`src/rtl/alu_pkg.sv`:
```
// Shared definitions for the ALU accumulator slice: default widths, ALU op-codes
// and the accumulator state enumeration.
package alu_pkg;

    localparam int unsigned WIDTH_DEF = 16;
    localparam int unsigned LEN_W_DEF = 4;

    typedef enum logic [2:0] {
        OP_ADD  = 3'd0,
        OP_SUB  = 3'd1,
        OP_AND  = 3'd2,
        OP_OR   = 3'd3,
        OP_XOR  = 3'd4,
        OP_PASA = 3'd5,
        OP_PASB = 3'd6,
        OP_NOP  = 3'd7
    } alu_op_e;

    typedef enum logic [1:0] {
        ST_IDLE  = 2'd0,
        ST_ACCUM = 2'd1,
        ST_DONE  = 2'd2
    } accum_state_e;

endpackage : alu_pkg

```
`src/rtl/alu_beat_cnt.sv`:
```
// Beat down-counter for an accumulation run; a zero length field loads 2^LEN_W.
module alu_beat_cnt
    import alu_pkg::*;
#(
    parameter int unsigned LEN_W = LEN_W_DEF
) (
    input  logic             clk,
    input  logic             rst,
    input  logic             load_i,
    input  logic [LEN_W-1:0] len_i,
    input  logic             dec_i,
    output logic             last_o
);

    localparam logic [LEN_W:0] ONE      = {{LEN_W{1'b0}}, 1'b1};
    localparam logic [LEN_W:0] FULL_LEN = {1'b1, {LEN_W{1'b0}}};

    logic [LEN_W:0] count_q;
    logic [LEN_W:0] count_d;

    always_comb begin
        count_d = count_q;
        if (load_i) begin
            count_d = (len_i == '0) ? FULL_LEN : {1'b0, len_i};
        end else if (dec_i && (count_q != '0)) begin
            count_d = count_q - ONE;
        end
    end

    always_ff @(posedge clk) begin
        if (rst) begin
            count_q <= '0;
        end else begin
            count_q <= count_d;
        end
    end

    assign last_o = (count_q == ONE);

endmodule : alu_beat_cnt

```
`src/rtl/alu_accum.sv`:
```
// Accumulates a fixed-length run of upstream ALU results, with sticky carry-out
// detection and a valid/ready handshake for the completed total.
module alu_accum
    import alu_pkg::*;
#(
    parameter int unsigned WIDTH = WIDTH_DEF,
    parameter int unsigned LEN_W = LEN_W_DEF
) (
    input  logic             clk,
    input  logic             rst,
    input  logic             start,
    input  logic [LEN_W-1:0] len,
    input  logic             in_valid,
    input  logic [WIDTH-1:0] in_sum,
    output logic             in_ready,
    output logic             out_valid,
    input  logic             out_ready,
    output logic [WIDTH-1:0] runsum,
    output logic             overflow,
    output logic             busy
);

    accum_state_e     state_q;
    logic [WIDTH-1:0] runsum_q;
    logic             overflow_q;

    logic [WIDTH:0]   sum_d;
    logic             accept;
    logic             cnt_load;
    logic             cnt_last;

    // Carry-out lands in the extra top bit of the widened sum.
    assign sum_d    = {1'b0, runsum_q} + {1'b0, in_sum};
    assign accept   = (state_q == ST_ACCUM) && in_valid;
    assign cnt_load = (state_q == ST_IDLE) && start;

    alu_beat_cnt #(
        .LEN_W (LEN_W)
    ) u_beat_cnt (
        .clk    (clk),
        .rst    (rst),
        .load_i (cnt_load),
        .len_i  (len),
        .dec_i  (accept),
        .last_o (cnt_last)
    );

    always_ff @(posedge clk) begin
        if (rst) begin
            state_q    <= ST_IDLE;
            runsum_q   <= '0;
            overflow_q <= 1'b0;
        end else begin
            unique case (state_q)
                ST_IDLE: begin
                    if (start) begin
                        state_q    <= ST_ACCUM;
                        runsum_q   <= '0;
                        overflow_q <= 1'b0;
                    end
                end
                ST_ACCUM: begin
                    if (in_valid) begin
                        runsum_q   <= sum_d[WIDTH-1:0];
                        overflow_q <= overflow_q | sum_d[WIDTH];
                        if (cnt_last) begin
                            state_q <= ST_DONE;
                        end
                    end
                end
                ST_DONE: begin
                    if (out_ready) begin
                        state_q <= ST_IDLE;
                    end
                end
                default: state_q <= ST_IDLE;
            endcase
        end
    end

    // Handshake flags depend on the state register alone.
    assign in_ready  = (state_q == ST_ACCUM);
    assign out_valid = (state_q == ST_DONE);
    assign busy      = (state_q != ST_IDLE);
    assign runsum    = runsum_q;
    assign overflow  = overflow_q;

endmodule : alu_accum

```
`config.mk`:
```
export PLATFORM = sky130hd
export DESIGN_NAME = alu_accum
export DESIGN_NICKNAME = d
export VERILOG_FILES = /design/src/rtl/alu_pkg.sv /design/src/rtl/alu_beat_cnt.sv /design/src/rtl/alu_accum.sv
export SDC_FILE = /design/constraint.sdc
export NUM_CORES = 1
export LEC_CHECK = 0
export CELL_PAD_IN_SITES_DETAIL_PLACEMENT = 0
export CELL_PAD_IN_SITES_GLOBAL_PLACEMENT = 1
export CORE_ASPECT_RATIO = 1.5
export CORE_MARGIN = 4
export CORE_UTILIZATION = 39
export DETAILED_ROUTE_END_ITERATION = 7
export MAX_ROUTING_LAYER = met4
export PLACE_DENSITY = 0.92
export SYNTH_ARGS = -nofsm -noshare
export SYNTH_HDL_FRONTEND = slang
export SYNTH_SLANG_ARGS = --single-unit
```
`constraint.sdc`:
```
create_clock -name clk -period 3.8 [get_ports clk]
set_input_delay 0.95 -clock clk [delete_from_list [all_inputs] [get_ports clk]]
set_output_delay 0.95 -clock clk [all_outputs]
set_load 0.01 [all_outputs]
```
Word level (Yosys, flattened, before mapping)
Cells that the tools add are included.
- memories kept: 0
- bits in read-only memories: 0
- RAM bits: 0
- bits in latches: 0
- register bits: 24
- input bits: 25
- logic and storage cells: 39
- multiply operators: 0
- magnitude comparators: 0
- equality and inequality tests: 7
- add/subtract/negate cells: 2
- reductions and logical operators: 11
- multiplexer cells: 14
- bitwise logic cells: 1
- divide/modulo/power cells: 0
- shift operators: 0
- operators with widths (kind ; count):
    $mux 16 ; 2
    $pmux 16 s2 ; 1
    $add 16x16->17 ; 1
    $mux 5 ; 3
    $mux 2 ; 4
    $pmux 2 s3 ; 1
    $reduce_bool 2->1 ; 3
    $eq 5x1->1 const B ; 1
    $reduce_bool 5->1 ; 1
    $sub 5x1->5 const B ; 1
    $logic_not 4->1 ; 1
    $ne 2x1->1 const B ; 2
    $ne 2x2->1 const B ; 2
    $reduce_and 4->1 ; 1
    $logic_and 1x1->1 ; 3
    $reduce_and 3->1 ; 1
    $eq 2x1->1 const B ; 1
    $eq 2x2->1 const B ; 1
    $logic_not 2->1 ; 1
    $mux 1 ; 2
    $pmux 1 s2 ; 1
    $or 1x1->1 ; 1

Depth between registers and ports, before layout
Gate-level depths: netlist of the first run.
- word-level depth: 5
- depth in mapped cells: 8

By module
Synthesis of the first run repeated with hierarchy kept, for this count alone.
- cell total of the unflattened synthesis: 221
- area total of the unflattened synthesis: 1821.7 µm²
- modules (own cells, without submodules) (module ; area each (µm²) ; instances ; cells each ; seq. area each (µm²)):
    alu_accum ; 1492.7 ; 1 ; 180 ; 380.4
    alu_beat_cnt ; 329.1 ; 1 ; 41 ; 100.1

Least setup slack after synthesis of the first run
OpenSTA, ideal clock, no wires.
- kind: input to register
- start point: input in_sum[0]
- end point: register runsum_q[14] (netlist: runsum[14])
- setup time: 0.117 ns
- data required time: 3.683 ns
- path buffers: 0
- path slack: 1.039 ns
- data arrival time: 2.643 ns
- stages on the path: 8
- cells stage by stage: ha_1 > inv_1 > fa_1 > nor2b_1 > o2111ai_2 > a2111oi_1 > o31ai_1 > a32o_1
- word-level cells in the longest chain between the ends: 3
- ends and longest elaborated chain (what ; line ; text):
    start: declaration ; alu_accum.sv:14 ; input logic [WIDTH-1:0] in_sum,
    $add 16x16->17 ; alu_accum.sv:33 ; assign sum_d = {1'b0, runsum_q} + {1'b0, in_sum};
    $mux 16 ; alu_accum.sv:63 ; if (in_valid) begin
    $pmux 16 s2 ; alu_accum.sv:54 ; unique case (state_q)
    end signal: assignment ; alu_accum.sv:64 ; runsum_q <= sum_d[WIDTH-1:0];
    end: declaration ; alu_accum.sv:24 ; logic [WIDTH-1:0] runsum_q;
No other way between the ends. The select of a mux whose other input is x is not followed.
A chain may end at the register's enable or synchronous reset.

Final worst setup path of the first run
Ends and elaborated chain as after synthesis.

==> results of run 1 <==
cell type report:
| type | count | area (um^2) |
|---|---|---|
| Fill cell | 469 | 2160 |
| Inverter | 9 | 33.8 |
| Clock inverter | 1 | 30.0 |
| Clock buffer | 3 | 41.3 |
| Timing Repair Buffer | 45 | 448 |
| Tap cell | 64 | 80.1 |
| Sequential cell | 24 | 480 |
| Multi-Input combinational cell | 190 | 1310 |
registers in the layout (all words and copies together) (netlist names):
signal	cells
runsum	16
overflow	1
state_q	2
u_beat_cnt.count_q	5
cell families after synthesis:
logic type      synth area share [%]
buf+inv                         4.02
mux                             1.07
xor+xnor                        4.69
simple gates                    22.3
compound gates                  28.4
flops                           25.8
fa+ha+maj                       13.8
stage by stage:
step           hold slack, ns  power [uW]
2_1_floorplan           0.491         448
3_3_place_gp            0.468         530
3_5_place_dp            0.470         531
4_1_cts                 0.485         765
5_1_grt                 0.510         802
6_report                0.482         758
worst max-delay path by stage:
stage	from	to	cells past startpoint	slack, ns
2_1_floorplan	in_sum[0]	runsum[14]	8	1.04
3_3_place_gp	in_sum[0]	runsum[14]	9	0.41
3_5_place_dp	in_sum[0]	runsum[14]	9	0.34
4_1_cts	in_sum[0]	runsum[14]	9	0.65
5_1_grt	in_sum[0]	runsum[14]	9	0.49
6_report	in_sum[0]	runsum[14]	9	0.65
per-layer routing:
metal	routed length [um]	part of all wire, %
met4	36	0.76
met3	174	3.7
met5	0	0
met1	1940	41
met2	2580	55
critical path, cell delays in order:
cell and delay [ns]:
clkdlybuf4s50_1 0.46, ha_1 0.20, inv_1 0.07, fa_1 0.40, nor2b_1 0.19, o2111ai_2 0.19, a2111oi_1 0.46, o31ai_1 0.13
a32o_1 0.27
placed cells by master, fill, tap and decap left out, types with 5 or more instances in the layout:
cell             netlist  final
a21oi_1               13     13
a211oi_1               6      6
xnor2_1                5      5
nand3_1                9      9
a21o_1                 6      6
a32o_1                 5      5
nor2_1                24     24
o21ai_0               11     11
nand2b_1               5      5
xor2_1                 5      5
inv_1                  9      9
nand2_1               20     20
dfxtp_1               24     24
nor3_1                 6      6
ha_1                  19     19
nor2b_1                5      5
clkdlybuf4s50_1        0     44
where the power goes:
group | total (uW) | switching [uW] | internal [uW]
Clock | 232 | 91.1 | 141
Sequential | 287 | 17.7 | 269
Combinational | 239 | 123 | 116
Total | 758 | 232 | 526
==> results.yml, run 1 <==
run_status:
  outcome: "finished, final reports clean"
route:
  wl_per_cell_um: 14.1
  drc_errors: 0
  ant_nets: 0
  drt_first_pass_iters: 4
  drt_iter0_drc: 76
  wl_mm: 4.74
  via_count: 1823
  routed_via_density: 5.43
clock_network:
  cts_root_buffer: "clkbuf_8"
  clk_path_buf_depth: 2
  ctsResizeCount: 0
  clk_latency_ns: 0.27
  clkTransAtPathRegs_ns: 0.10
  cts_tree: "done"
  cts-htree-levels: 1
  cts_hold_buf: 0
  cts_sinks: 24
  cts_made_buffers: 3
  postCtsSetupBuffers: 0
die:
  io_pins: 45
  row_count: 30
  dieArea_um2: 5980
  die_h_um: 92.7
  dieWidth_um: 64.5
  initial_core_util_pct: 40.7
  fp.coreArea_um2: 4580
global_route:
  grtUsageMet2_pct: 31.6
  grt_pass1_vias: 1797
  grt_pass1_wl_mm: 7.90
  grt_util_met1_pct: 18.1
  overflow: 0
  grt_max_degree: 17
  antenna_found_initial: 0
  grtUsageTotal_pct: 16.8
  met3_usage_pct: 2.06
  grt-busiest-layer: "met2"
yosys:
  synthFlopType: "dfxtp_1"
  synth_area_leader_cell: "dfxtp_1"
  synth_fp_nets: 275
  syn_area_per_cell_um2: 8.11
  ys_warn_count: 0
  async_reset_ff_share_pct: 0
  ys_types: 49
  syn_inst: 230
  synth_edf_count: 0
  synth_commonest_cells: "24 x dfxtp_1, 24 x nor2_1, 20 x nand2_1"
  syn_area_um2: 1870
  ys_ff_latch: 24
  yosysSeqAreaShare_pct: 25.8
  netlist.area_leader.share_pct: 25.8
  yosys-top-cells-area: "dfxtp_1 26%, ha_1 13%, nor2_1 4.8%, nand2_1 4.0%, a21oi_1 3.5%"
timing:
  clock.fmax_ghz: 0.317
  finClkSkew_ns: 0.0103
  fin_crit_ns: 3.15
  setup_tns_ns: 0
  worst_pin_slew_ns: 0.788
  rsz0062_at_grt: "no"
  slew_headroom_pct: 47.3
  hold_violations: 0
  fin_ws_ns: 0.648
  period_share_pct: 82.9
  setup_viol: 0
  maxSlewViolCount: 0
hold_path:
  worstHoldStart: "runsum[0]"
  hp-class: "flop to flop"
  min_path_cells: 2
  worstHoldEndpoint: "runsum[0]"
placed_design:
  portBuffers: 44
  placed_cells: 332
  postPlaceCellArea_um2: 2350
  place_ws_ns: 0.342
  gp_congestion: 0.884
  hpwl_mm: 3.75
final_layout:
  area_growth_pct: 29.9
  layout.nets: 318
  final_cells: 336
  utilization_pct: 52.9
  design_area_um2: 2420
  drive_above_1_share_pct: 5.15
  diodes: 0
setup_path:
  end_kind: "flop"
  r2r_slack_ns: 1.43
  worst_ep_required_time_ns: 3.98
  cp_max_fo: 4
  crit_type: "input port to flop"
  arrival_ns: 3.33
  reg2reg_depth: 8
  r2r-start: "runsum[0]"
  worst_setup_path_start_kind: "input port"
  r2r_end: "runsum[14]"
power:
  p_per_area_nw_per_um2: 313
  ir_worst_vdd_v: 0.000178
  p_leak_uw: 0.000969
flow_run:
  maxCapViolCount: 0
No activity file was read; power rests on OpenSTA's default activity.
==> inputs of run 2 (changes only) <==
--- a/config.mk
+++ b/config.mk
@@ -9,10 +9,10 @@
 export CELL_PAD_IN_SITES_GLOBAL_PLACEMENT = 1
 export CORE_ASPECT_RATIO = 1.5
 export CORE_MARGIN = 4
-export CORE_UTILIZATION = 39
+export CORE_UTILIZATION = 36
 export DETAILED_ROUTE_END_ITERATION = 7
 export MAX_ROUTING_LAYER = met4
-export PLACE_DENSITY = 0.92
+export PLACE_DENSITY = 0.86
 export SYNTH_ARGS = -nofsm -noshare
 export SYNTH_HDL_FRONTEND = slang
 export SYNTH_SLANG_ARGS = --single-unit
==> constraint.sdc (replaced) <==
create_clock -name clk -period 2.95 [get_ports clk]
set_input_delay 0.7375 -clock clk [delete_from_list [all_inputs] [get_ports clk]]
set_output_delay 0.7375 -clock clk [all_outputs]
set_load 0.01 [all_outputs]
==> run 2 against run 1 <==
  * Combinational power up 37%
  * Via count up 3.1%
  * Worst hold slack better by 0.0014 ns
  * Power up 32%
  * Clock-buffer cell count unchanged
  * Clock power up 31%
  * Highest routed layer unchanged
==> results.yml, run 2 (synthesis results as in run 1) <==
run_status:
  outcome: "finished, final reports clean"
die:
  dieArea_um2: 6420
  row_count: 31
  initial_core_util_pct: 37.9
  die_h_um: 96.2
  dieWidth_um: 66.8
  io_pins: 45
  fp.coreArea_um2: 4930
setup_path:
  crit_buf_inv: 2
  reg2reg_depth: 8
  end_kind: "flop"
  worst_setup_path_start_kind: "input port"
  crit_type: "input port to flop"
  r2r_end: "runsum[14]"
  worst_ep_required_time_ns: 3.13
  slowest_delay_ns: 0.46
  arrival_ns: 2.99
  r2r-start: "runsum[0]"
  cp_max_fo: 4
  slowest_stage: "clkdlybuf4s50_1"
  cp_top_family: "compound AO/OA/AOI/OAI gates"
  r2r_slack_ns: 0.69
  crit_chain: "clkdlybuf4s50_1 > ha_1 > inv_1 > fa_1 > nor2b_1 > o2111ai_2 > a2111oi_2 > o31ai_1 > a32o_1"
timing:
  setup_tns_ns: 0
  fin_crit_ns: 2.81
  fin_hold_ws_ns: 0.483
  hold_violations: 0
  finClkSkew_ns: 0.00532
  setup_viol: 0
  clock.fmax_ghz: 0.356
  period_share_pct: 95.1
  rsz0062_at_grt: "no"
  worst_pin_slew_ns: 0.382
  maxSlewViolCount: 0
  slew_headroom_pct: 74.5
power:
  p_per_area_nw_per_um2: 397
  fin_total_pwr_uw: 1000
  p_leak_uw: 0.00103
  ir_worst_vdd_v: 0.000203
route:
  routed_via_density: 5.37
  via_count: 1879
  wl_per_cell_um: 14.2
  drt_first_pass_iters: 4
  drc_errors: 0
  ant_nets: 0
  drt_iter0_drc: 79
  wl_mm: 4.97
clock_network:
  cts_sinks: 24
  clk_latency_ns: 0.28
  cts_tree: "done"
  cts-htree-levels: 1
  clkTransAtPathRegs_ns: 0.10
  ctsResizeCount: 0
  postCtsSetupBuffers: 0
  clk_path_buf_depth: 2
  cts_root_buffer: "clkbuf_8"
  cts_hold_buf: 0
  cts_made_buffers: 3
hold_path:
  hp-class: "flop to flop"
  worstHoldEndpoint: "runsum[0]"
  worstHoldStart: "runsum[0]"
  min_path_cells: 2
final_layout:
  drive_above_1_share_pct: 9.51
  layout.nets: 330
  most-common-layout-cells: "44 x clkdlybuf4s50_1, 24 x nor2_1, 24 x dfxtp_1"
  largest_reg_flops: 16
  final_cells: 350
  final_common_cell: "clkdlybuf4s50_1"
  diodes: 0
  fillers: 520
  area_growth_pct: 35.1
placed_design:
  hpwl_mm: 3.95
  placed_cells: 346
  gp_congestion: 0.861
  portBuffers: 44
global_route:
  grt_pass1_wl_mm: 8.11
  grt_pass1_vias: 1810
  grt_max_degree: 15
  grtUsageTotal_pct: 16.7
  antenna_found_initial: 0
  overflow: 0
flow_run:
  maxCapViolCount: 0
[run 2: changes by cell type in the layout (fill, tap and decap cells not counted)]
cell       delta
a2111oi_2     +1
a2111oi_1     -1
buf_4        +12
[run 2: final cells by class]
type / count / area, um^2 / share of cell area, %
timing repair buffer: 57 / 538 / 21.3
sequential: 24 / 480 / 19.1
clock buffer: 3 / 41.3 / 1.64
multi-input combinational: 190 / 1320 / 52.2
tap: 66 / 82.6 / 3.28
clock inverter: 1 / 30.0 / 1.19
inverter: 9 / 33.8 / 1.34
[run 2: routing by layer]
layer | up-vias | track usage (%) | part of all wire [%]
li1 | 969 | - | -
met1 | 864 | 18.1 | 42
met2 | 41 | 31.3 | 53
met3 | 5 | 1.87 | 3.1
met4 | 0 | 5.08 | 1.2
met5 | - | - | 0
[run 2: tightest hold or removal path: stages, from the launching register on]
cell     delay [ns]
dfxtp_1        0.34
nand2_1        0.06
a21oi_1        0.05
[run 2: report_power, final]
group | internal, uW | switching, uW
Sequential | 347 | 22.9
Clock | 182 | 122
Combinational | 163 | 164
[run 2: stage by stage]
step	worst slack (ns)	instance area (um^2)	util, %
2_1_floorplan	0.402	1870	-
3_3_place_gp	-0.199	2440	49.6
3_5_place_dp	-0.253	2440	49.6
4_1_cts	0.0617	2520	51.1
5_1_grt	0.00944	2520	51.2
6_report	0.143	2520	51.2
[run 2: how the worst max path moves through the flow]
stage / end / from / depth (start not counted)
after global routing: runsum[14] / in_sum[0] / 9
after detailed placement: runsum[14] / in_sum[0] / 9
final: runsum[14] / in_sum[0] / 9
after CTS: runsum[14] / in_sum[0] / 9
after global placement: runsum[14] / in_sum[0] / 9
after floorplan: runsum[14] / in_sum[0] / 8
